$ cat config.mk
export PLATFORM = sky130hd
export DESIGN_NAME = spi_card_cmd_arbiter
export DESIGN_NICKNAME = d
export VERILOG_FILES = /design/src/rtl/spi_card_cmd_arbiter_pkg.sv /design/src/rtl/spi_card_cmd_arbiter_timeout_counter.sv /design/src/rtl/spi_card_cmd_arbiter.sv
export SDC_FILE = /design/constraint.sdc
export NUM_CORES = 1
export LEC_CHECK = 0
export ABC_AREA = 1
export CAP_MARGIN = 10
export CORE_ASPECT_RATIO = 2
export CORE_MARGIN = 1
export CORE_UTILIZATION = 40
export DETAILED_ROUTE_END_ITERATION = 10
export GPL_ROUTABILITY_DRIVEN = 0
export PLACE_DENSITY = 0.71
export SYNTH_ARGS = -nofsm -noshare
export SYNTH_HDL_FRONTEND = slang
export SYNTH_HIERARCHICAL = 1
export SYNTH_SLANG_ARGS = --single-unit
$ cat constraint.sdc
create_clock -name csi_clk -period 2.6 [get_ports csi_clk]
set_clock_uncertainty 0.05 [all_clocks]
set_input_delay 0.52 -clock csi_clk [delete_from_list [all_inputs] [get_ports csi_clk]]
set_output_delay 0.52 -clock csi_clk [all_outputs]
set_load 0.02 [all_outputs]
$ cat src/rtl/spi_card_cmd_arbiter_pkg.sv
// Shared definitions for the SD-card SPI command arbiter: FSM state
// encoding, completion status codes and command/argument widths.
package spi_card_cmd_arbiter_pkg;

    // Width of the command byte and of the argument carried with it
    localparam int CMD_W = 8;
    localparam int ARG_W = 24;

    // Arbiter sequencing states
    typedef enum logic [2:0] {
        S_IDLE  = 3'd0,
        S_ISSUE = 3'd1,
        S_WAIT  = 3'd2,
        S_RETRY = 3'd3,
        S_DONE  = 3'd4
    } arb_state_t;

    // Completion status reported alongside the done pulse
    localparam logic [1:0] ST_OK       = 2'b00;
    localparam logic [1:0] ST_OK_RETRY = 2'b01;
    localparam logic [1:0] ST_TIMEOUT  = 2'b10;

endpackage

$ cat src/rtl/spi_card_cmd_arbiter_timeout_counter.sv
// Response-timeout counter for the command arbiter. Cleared when a command
// is launched, advances while the arbiter waits for the commander, and
// flags the last cycle of the wait window. Holds at all-ones instead of
// wrapping, so a stalled enable can never make the window appear to restart.
module spi_cmd_timeout_counter #(
    parameter int           W     = 16,
    parameter logic [W-1:0] LIMIT = 16'd50000
) (
    input  logic clk,
    input  logic rst,
    input  logic clear,
    input  logic enable,
    output logic expired
);

    localparam logic [W-1:0] LAST = LIMIT - W'(1);
    localparam logic [W-1:0] SAT  = '1;

    logic [W-1:0] count;

    // Count wait cycles; clear has priority, and the count saturates
    always_ff @(posedge clk or posedge rst) begin
        if (rst) begin
            count <= '0;
        end else if (clear) begin
            count <= '0;
        end else if (enable && (count != SAT)) begin
            count <= count + W'(1);
        end
    end

    assign expired = (count == LAST);

endmodule

$ cat src/rtl/spi_card_cmd_arbiter.sv
// Arbitrates SD-card SPI command issue between the host register port
// (requester 0) and the stream command buffer (requester 1). One command at
// a time is handed to the SPI commander; each is supervised by a response
// timeout with bounded retry, and completion status goes back to its owner.
module spi_card_cmd_arbiter
    import spi_card_cmd_arbiter_pkg::*;
#(
    parameter int                   TIMEOUT_W = 16,
    parameter logic [TIMEOUT_W-1:0] TIMEOUT   = 16'd50000,
    parameter int                   MAX_RETRY = 2
) (
    input  logic             csi_clk,
    input  logic             rsi_reset,

    input  logic             req0_valid,
    input  logic [CMD_W-1:0] req0_cmd,
    input  logic [ARG_W-1:0] req0_arg,
    output logic             req0_ready,
    output logic             req0_done,

    input  logic             req1_valid,
    input  logic [CMD_W-1:0] req1_cmd,
    input  logic [ARG_W-1:0] req1_arg,
    output logic             req1_ready,
    output logic             req1_done,

    output logic [1:0]       done_status,

    output logic             com_start,
    output logic [CMD_W-1:0] com_cmd,
    output logic [ARG_W-1:0] com_arg,
    input  logic             com_rdy,

    output logic             busy,
    output logic             grant_id
);

    // Retry counter is wide enough for MAX_RETRY; a single bit when retry is off
    localparam int RETRY_W = (MAX_RETRY < 1) ? 1 : $clog2(MAX_RETRY + 1);
    localparam logic [RETRY_W-1:0] RETRY_LIMIT = RETRY_W'(MAX_RETRY);

    arb_state_t state;
    arb_state_t state_n;

    logic [CMD_W-1:0]   cmd_q;
    logic [ARG_W-1:0]   arg_q;
    logic [RETRY_W-1:0] retry_cnt;

    logic       sel;
    logic       accept;
    logic       retry_inc;
    logic       status_load;
    logic [1:0] status_n;
    logic       tmr_clear;
    logic       tmr_enable;
    logic       tmr_expired;
    logic       bus_en;

    spi_cmd_timeout_counter #(
        .W     (TIMEOUT_W),
        .LIMIT (TIMEOUT)
    ) u_timeout (
        .clk     (csi_clk),
        .rst     (rsi_reset),
        .clear   (tmr_clear),
        .enable  (tmr_enable),
        .expired (tmr_expired)
    );

    // State register
    always_ff @(posedge csi_clk or posedge rsi_reset) begin
        if (rsi_reset) begin
            state <= S_IDLE;
        end else begin
            state <= state_n;
        end
    end

    // Next-state logic, round-robin selection and all arbiter outputs
    always_comb begin
        state_n     = state;
        accept      = 1'b0;
        retry_inc   = 1'b0;
        status_load = 1'b0;
        status_n    = ST_OK;
        tmr_clear   = 1'b0;
        tmr_enable  = 1'b0;

        // Requester 1 wins when it is alone, or when both ask and 0 went last
        sel = req1_valid & (~req0_valid | ~grant_id);

        case (state)
            S_IDLE: begin
                if (req0_valid || req1_valid) begin
                    accept  = 1'b1;
                    state_n = S_ISSUE;
                end
            end
            S_ISSUE: begin
                tmr_clear = 1'b1;
                state_n   = S_WAIT;
            end
            S_WAIT: begin
                tmr_enable = 1'b1;
                if (com_rdy) begin
                    status_load = 1'b1;
                    status_n    = (retry_cnt == '0) ? ST_OK : ST_OK_RETRY;
                    state_n     = S_DONE;
                end else if (tmr_expired) begin
                    if (retry_cnt < RETRY_LIMIT) begin
                        retry_inc = 1'b1;
                        state_n   = S_RETRY;
                    end else begin
                        status_load = 1'b1;
                        status_n    = ST_TIMEOUT;
                        state_n     = S_DONE;
                    end
                end
            end
            S_RETRY: begin
                state_n = S_ISSUE;
            end
            S_DONE: begin
                state_n = S_IDLE;
            end
            default: begin
                state_n = S_IDLE;
            end
        endcase

        req0_ready = (state == S_IDLE) & req0_valid & ~sel;
        req1_ready = (state == S_IDLE) & req1_valid & sel;

        req0_done  = (state == S_DONE) & ~grant_id;
        req1_done  = (state == S_DONE) & grant_id;

        com_start  = (state == S_ISSUE);
        busy       = (state != S_IDLE);

        // The command bus is OR-ed downstream, so it must read zero when idle
        bus_en     = (state == S_ISSUE) | (state == S_WAIT) | (state == S_RETRY);
        com_cmd    = bus_en ? cmd_q : '0;
        com_arg    = bus_en ? arg_q : '0;
    end

    // Capture the granted command and its owner at acceptance
    always_ff @(posedge csi_clk or posedge rsi_reset) begin
        if (rsi_reset) begin
            grant_id <= 1'b0;
            cmd_q    <= '0;
            arg_q    <= '0;
        end else if (accept) begin
            grant_id <= sel;
            cmd_q    <= sel ? req1_cmd : req0_cmd;
            arg_q    <= sel ? req1_arg : req0_arg;
        end
    end

    // Count re-issues of the current command; restarts with each new grant
    always_ff @(posedge csi_clk or posedge rsi_reset) begin
        if (rsi_reset) begin
            retry_cnt <= '0;
        end else if (accept) begin
            retry_cnt <= '0;
        end else if (retry_inc) begin
            retry_cnt <= retry_cnt + RETRY_W'(1);
        end
    end

    // Completion status is latched on entry to DONE and held until the next one
    always_ff @(posedge csi_clk or posedge rsi_reset) begin
        if (rsi_reset) begin
            done_status <= ST_OK;
        end else if (status_load) begin
            done_status <= status_n;
        end
    end

endmodule

# [After elaboration in Yosys (flattened, before gate mapping)]
# Index checks and enable logic that the tools add are counted.
[word_totals] reg_bits=56 output_inout_bits=41 input_bits=69
[op_classes] n_reduce_logical=8 n_eq_ne=8 mux=30 addsub=2 bitwise_logic=13 n_lt_le_gt_ge=1
[ops] cell="24-bit 2-to-1 mux" n=2
[ops] cell="16-bit 2-to-1 mux" n=2
[ops] cell="16-bit by 1-bit adder with 16-bit output, second input constant" n=1
[ops] cell="16-bit equality test, second input constant" n=1
[ops] cell="8-bit 2-to-1 mux" n=2
[ops] cell="16-bit != test, second input constant" n=1
[ops] cell="1-bit 2-to-1 mux" n=13
[ops] cell="2-bit 2-to-1 mux" n=6
[ops] cell="3-bit 2-to-1 mux" n=4
[ops] cell="3-bit one-hot mux with 4 select lines" n=1
[ops] cell="1-bit bitwise AND" n=7
[ops] cell="3-bit by 2-bit equality test with 1-bit output, second input constant" n=2
[ops] cell="2-bit nonzero test" n=2
[ops] cell="3-bit by 1-bit equality test with 1-bit output, second input constant" n=1
[ops] cell="3-bit equality test, second input constant" n=1
[ops] cell="3-bit zero test" n=1
[ops] cell="3-bit != test, second input constant" n=1
[ops] cell="1-bit inverter" n=3
[ops] cell="1-bit bitwise OR" n=3
[ops] cell="3-bit nonzero test" n=1
[ops] cell="2-bit by 1-bit adder with 2-bit output, second input constant" n=1
[ops] cell="2-bit zero test" n=1
[ops] cell="2-bit < comparator, second input constant" n=1
[ops] cell="2-bit != test, second input constant" n=1
[ops] cell="3 further kinds" n=3

# [Logic depth before layout (Yosys ltp)]
[depth] depth_word=7 depth_mapped=10 ltp_nobuf=10

# [Hierarchy]
# Netlist, hierarchy kept.
[by_module_without_submodules] mod="spi_card_cmd_arbiter" area_each_um2=2361.0 cells_each=375 instances=1
[by_module_without_submodules] mod="spi_cmd_timeout_counter" area_each_um2=1051.0 cells_each=149 instances=1

# [Worst setup path after synthesis]
# Ideal clock, no wire load.
[synth_path] path_type="register to register" startpoint="reg u_timeout.count[1]" endpoint="reg done_status[1]" t_required_ns=2.423 path_stages_with_launch=11 arrival_ns=1.652 setup_slack_ns=0.772 path_cell_list="dfrtp_1 ha_1 nand2_1 nor2_2 nand4_1 nor4_1 nand2_1 nand2_1 nand2_2 nand2_1 o21ai_0"
[synth_between] elab_chain_cells=4 word_cells_on_any_way=7 classes_between="1 x eq/ne; 6 x mux"
[synth_lines] item="start: declaration" line="spi_card_cmd_arbiter_timeout_counter.sv:19" rtl="logic [W-1:0] count;"
[synth_lines] item="start signal: assignment" line="spi_card_cmd_arbiter_timeout_counter.sv:28" rtl="count <= count + W'(1);"
[synth_lines] item="16-bit equality test *" line="spi_card_cmd_arbiter_timeout_counter.sv:32" rtl="assign expired = (count == LAST);"
[synth_lines] item="via tmr_expired" line="spi_card_cmd_arbiter.sv:56" rtl="logic tmr_expired;"
[synth_lines] item="2-bit 2-to-1 mux or 1-bit 2-to-1 mux (tied branches)" line="spi_card_cmd_arbiter.sv:109" rtl="end else if (tmr_expired) begin"
[synth_lines] item="2-bit 2-to-1 mux or 1-bit 2-to-1 mux (tied branches)" line="spi_card_cmd_arbiter.sv:105" rtl="if (com_rdy) begin"
[synth_lines] item="2-bit 2-to-1 mux or 1-bit 2-to-1 mux (tied branches)" line="spi_card_cmd_arbiter.sv:92" rtl="case (state)"
[synth_lines] item="end signal: assignment" line="spi_card_cmd_arbiter.sv:175" rtl="done_status <= status_n;"
[synth_lines] item="end: declaration" line="spi_card_cmd_arbiter.sv:27" rtl="output logic [1:0] done_status,"
# Mark *: on every way through the listed nets, which the timed path passes. The rest lies on a longest branch.
# A chain may end at the register's enable or synchronous reset.

# [Worst setup path after layout]
[layout_path] startpoint="reg state[1]" endpoint="out req1_ready"
[layout_between] elab_chain_cells=3
[layout_lines] item="start: declaration" line="spi_card_cmd_arbiter.sv:42" rtl="arb_state_t state;"
[layout_lines] item="start signal: assignment" line="spi_card_cmd_arbiter.sv:75" rtl="state <= state_n;"
[layout_lines] item="3-bit zero test" line="spi_card_cmd_arbiter.sv:132" rtl="req1_ready = (state == S_IDLE) & req1_valid & sel;"
[layout_lines] item="1-bit bitwise AND (2 in a row)" line="spi_card_cmd_arbiter.sv:132"
[layout_lines] item="end: declaration" line="spi_card_cmd_arbiter.sv:24" rtl="output logic req1_ready,"
# No other way between the ends.

==> results.txt <==
grt total ovfl -> 0
ranking of synthesized cells by area -> dfrtp_1 (41%), nand2_1 (28%), nor2_1 (6.9%), inv_1 (6.2%), nand3_1 (4.3%)
Avg Synthesized Cell Area -> 6.51 µm²
final instance area -> 0.00474 mm²
DIE HEIGHT -> 133 µm
Hold Fails Final Rpt -> 0
worst path required time -> 2.03 ns
number of port buffers -> 109
Cell variety after synth -> 25
Post-Place Worst Slack -> 0.126 ns
Leak -> 2.46 nW
via/cell ratio -> 4.80
Hold WS -> 0.428 ns
per-cell routed wire length -> 12.9 µm
reg-to-reg critical path endpoint -> u_timeout/count[8]$_DFFE_PP0P_
Tcrit/Tclk final -> 0.961
Seq cells post-synth -> 56
Hold Path Sink -> cmd_q[2]$_DFFE_PP0P_
Clock transition at path regs -> 0.06 ns
Worst Hold Launch -> cmd_q[2]$_DFFE_PP0P_
Top delay family on crit path -> buffers and inverters
routed vias -> 3496
Clock Sinks -> 56
Initial Util -> 0.411
Top FF cell, synth -> dfrtp_1
pwr dens -> 936 mW/mm²
DR WL met3 -> 502 µm
initial antenna violation count -> 0
Routed Wire Length -> 9.38 mm
clock latency at the later pin of the worst-skew pair -> 0.29 ns
dpl hpwl -> 7.22 mm
Synth async-reset ratio -> 1.00
Layout area overhead -> 39.1%
share of layout cells above drive strength 1 -> 0.0491
cell taking the most area after synthesis -> dfrtp_1
cell area after synthesis -> 0.00341 mm²
highest metal used -> met4
Peak Freq -> 400 MHz
maximum vdd drop -> 0.000474 V
Filler cells -> 790
H-tree depth -> 2
Nets -> 701
CP Capture Type -> output port
die width -> 67.3 µm
max-slew violations -> 0
all-layer global routing usage -> 0.222
RSZ-0062 raised after global routing -> no
critical-path cell list -> buf_4 > nor2_4 > nand2_1 > nor2_1 > clkdlybuf4s50_1
post-synthesis sequential area ratio -> 0.411
first-pass GRT wire length -> 15.1 mm
Mapped Cells -> 524
cells on worst reg2reg path -> 7
TritonCTS Buffers -> 5
HP Class -> flop to flop
Final ANT Viol Nets -> 0
Pwr Total -> 4.44 mW
Final Critical Period -> 2.50 ns
crit-path max cell delay -> 0.62 ns
clock root buffer -> clkbuf_16
setup ws final -> 0.101 ns
die area -> 0.00893 mm²
DR DRC count -> 0
max cap viols -> 0
Critical Path AT -> 1.93 ns
number of global-route vias before repair -> 3339
synth cell count leaders -> nand2_1 (258), nor2_1 (63), dfrtp_1 (56), inv_1 (56), nand3_1 (29)
maximum root-to-sink buffer count -> 2
share of the synthesized area in the top cell type -> 0.411
Worst Path Buf+Inv -> 2
Yosys warnings -> 6
element type at the critical path start -> flop
Worst Max-Slew Pin Slew -> 0.664 ns
Fin Setup TNS -> 0 ns
cell row count -> 47
1st-pass router iterations -> 4
CTS tree -> done
largest net degree at the start of global routing -> 41
R2R Path Start -> state[0]$_DFFE_PP0P_
crit path kind -> flop to output port
final setup fails -> 0
Crit-path slowest cell -> clkdlybuf4s50_1
internal reg-to-reg setup slack -> 0.59 ns
Placed Area -> 0.00459 mm²
metal2 WL -> 5.15 mm
Slew HR -> 0.557
Post-CTS Setup Inserts -> 0
most frequent cell after synthesis -> nand2_1
worst hold path depth -> 2
DR iter-0 viols -> 148
number of synthesized flops with an enable pin -> 0
run status -> completed
Crit Path Max Fanout -> 7
syn nets -> 595
I/O Pins -> 110
core area -> 0.00829 mm²
n_diodes -> 0
met1 WL -> 3.54 mm
## area by class of cell
cell class	instances	area, µm²	share of cell area
Inverter	58	223	0.0469
Tap cell	98	123	0.0258
Sequential cell	56	1400	0.295
Clock buffer	8	146	0.0309
Timing Repair Buffer	117	1170	0.246
Multi-Input combinational cell	392	1690	0.355
## sequential cells by signal (all words and copies together), names as in the netlist
signal           flops
arg_q               24
retry_cnt            2
cmd_q                8
done_status          2
state                3
grant_id             1
u_timeout/count     16
## worst min-delay path: stages (launching register included)
cell and delay, ns:
dfrtp_1 0.34, nand2_1 0.05, nand2_1 0.06
## cells in the final DEF (no fill, tap or decap), drive strengths merged, types with 2 or more instances in the layout
master	count
nand2	262
clkdlybuf4s50	108
a21oi	5
nand4	13
xor2	3
dfrtp	56
inv	55
o21ai	4
nand3	30
nor2	70
clkbuf	8
clkinv	3
buf	8
ha	2
## repair_timing
item                       in CTS  in global routing
setup endpoints to repair       0                 26
gates resized for setup         0                  3
hold buffers                    0                  0
## worst max path at each step
stage | from | endpoint | slack, ns | cells after the start
2_1_floorplan | u_timeout/count[1]$_DFFE_PP0P_ | done_status[1]$_DFFE_PP0P_ | 0.77 | 10
3_3_place_gp | req0_valid | req0_ready | 0.13 | 6
3_5_place_dp | req0_valid | req0_ready | 0.13 | 6
4_1_cts | state[0]$_DFFE_PP0P_ | com_arg[16] | 0.01 | 4
5_1_grt | state[1]$_DFFE_PP0P_ | com_start | 0.006 | 5
6_report | state[1]$_DFFE_PP0P_ | req1_ready | 0.10 | 5
## through the flow
stage	cells	util
detailed placement	721	0.553
floorplan	524	-
finish	729	0.572
global placement	721	0.553
CTS	729	0.571
global route	729	0.572
## routing by layer
metal,vias up,global-route usage
li1,1794,-
met1,1593,0.232
met2,93,0.415
met3,16,0.0388
met4,0,0.0816
met5,-,0
## cell families after synthesis
kind of cell	Yosys count	share of synthesized area
AO/OA/AOI/OAI	10	0.0154
adder cells (fa/ha/maj)	2	0.00733
buffers and inverters	76	0.0986
XOR/XNOR	3	0.00770
flip-flops	56	0.411
AND/OR/NAND/NOR	377	0.460
## power by group
part / internal (mW) / total, mW / switching, mW
logic: 0.989 / 2.46 / 1.47
registers: 1.15 / 1.31 / 0.165
clock network: 0.385 / 0.669 / 0.284
total: 2.52 / 4.44 / 1.92
Power figures use the tool's default switching activity.
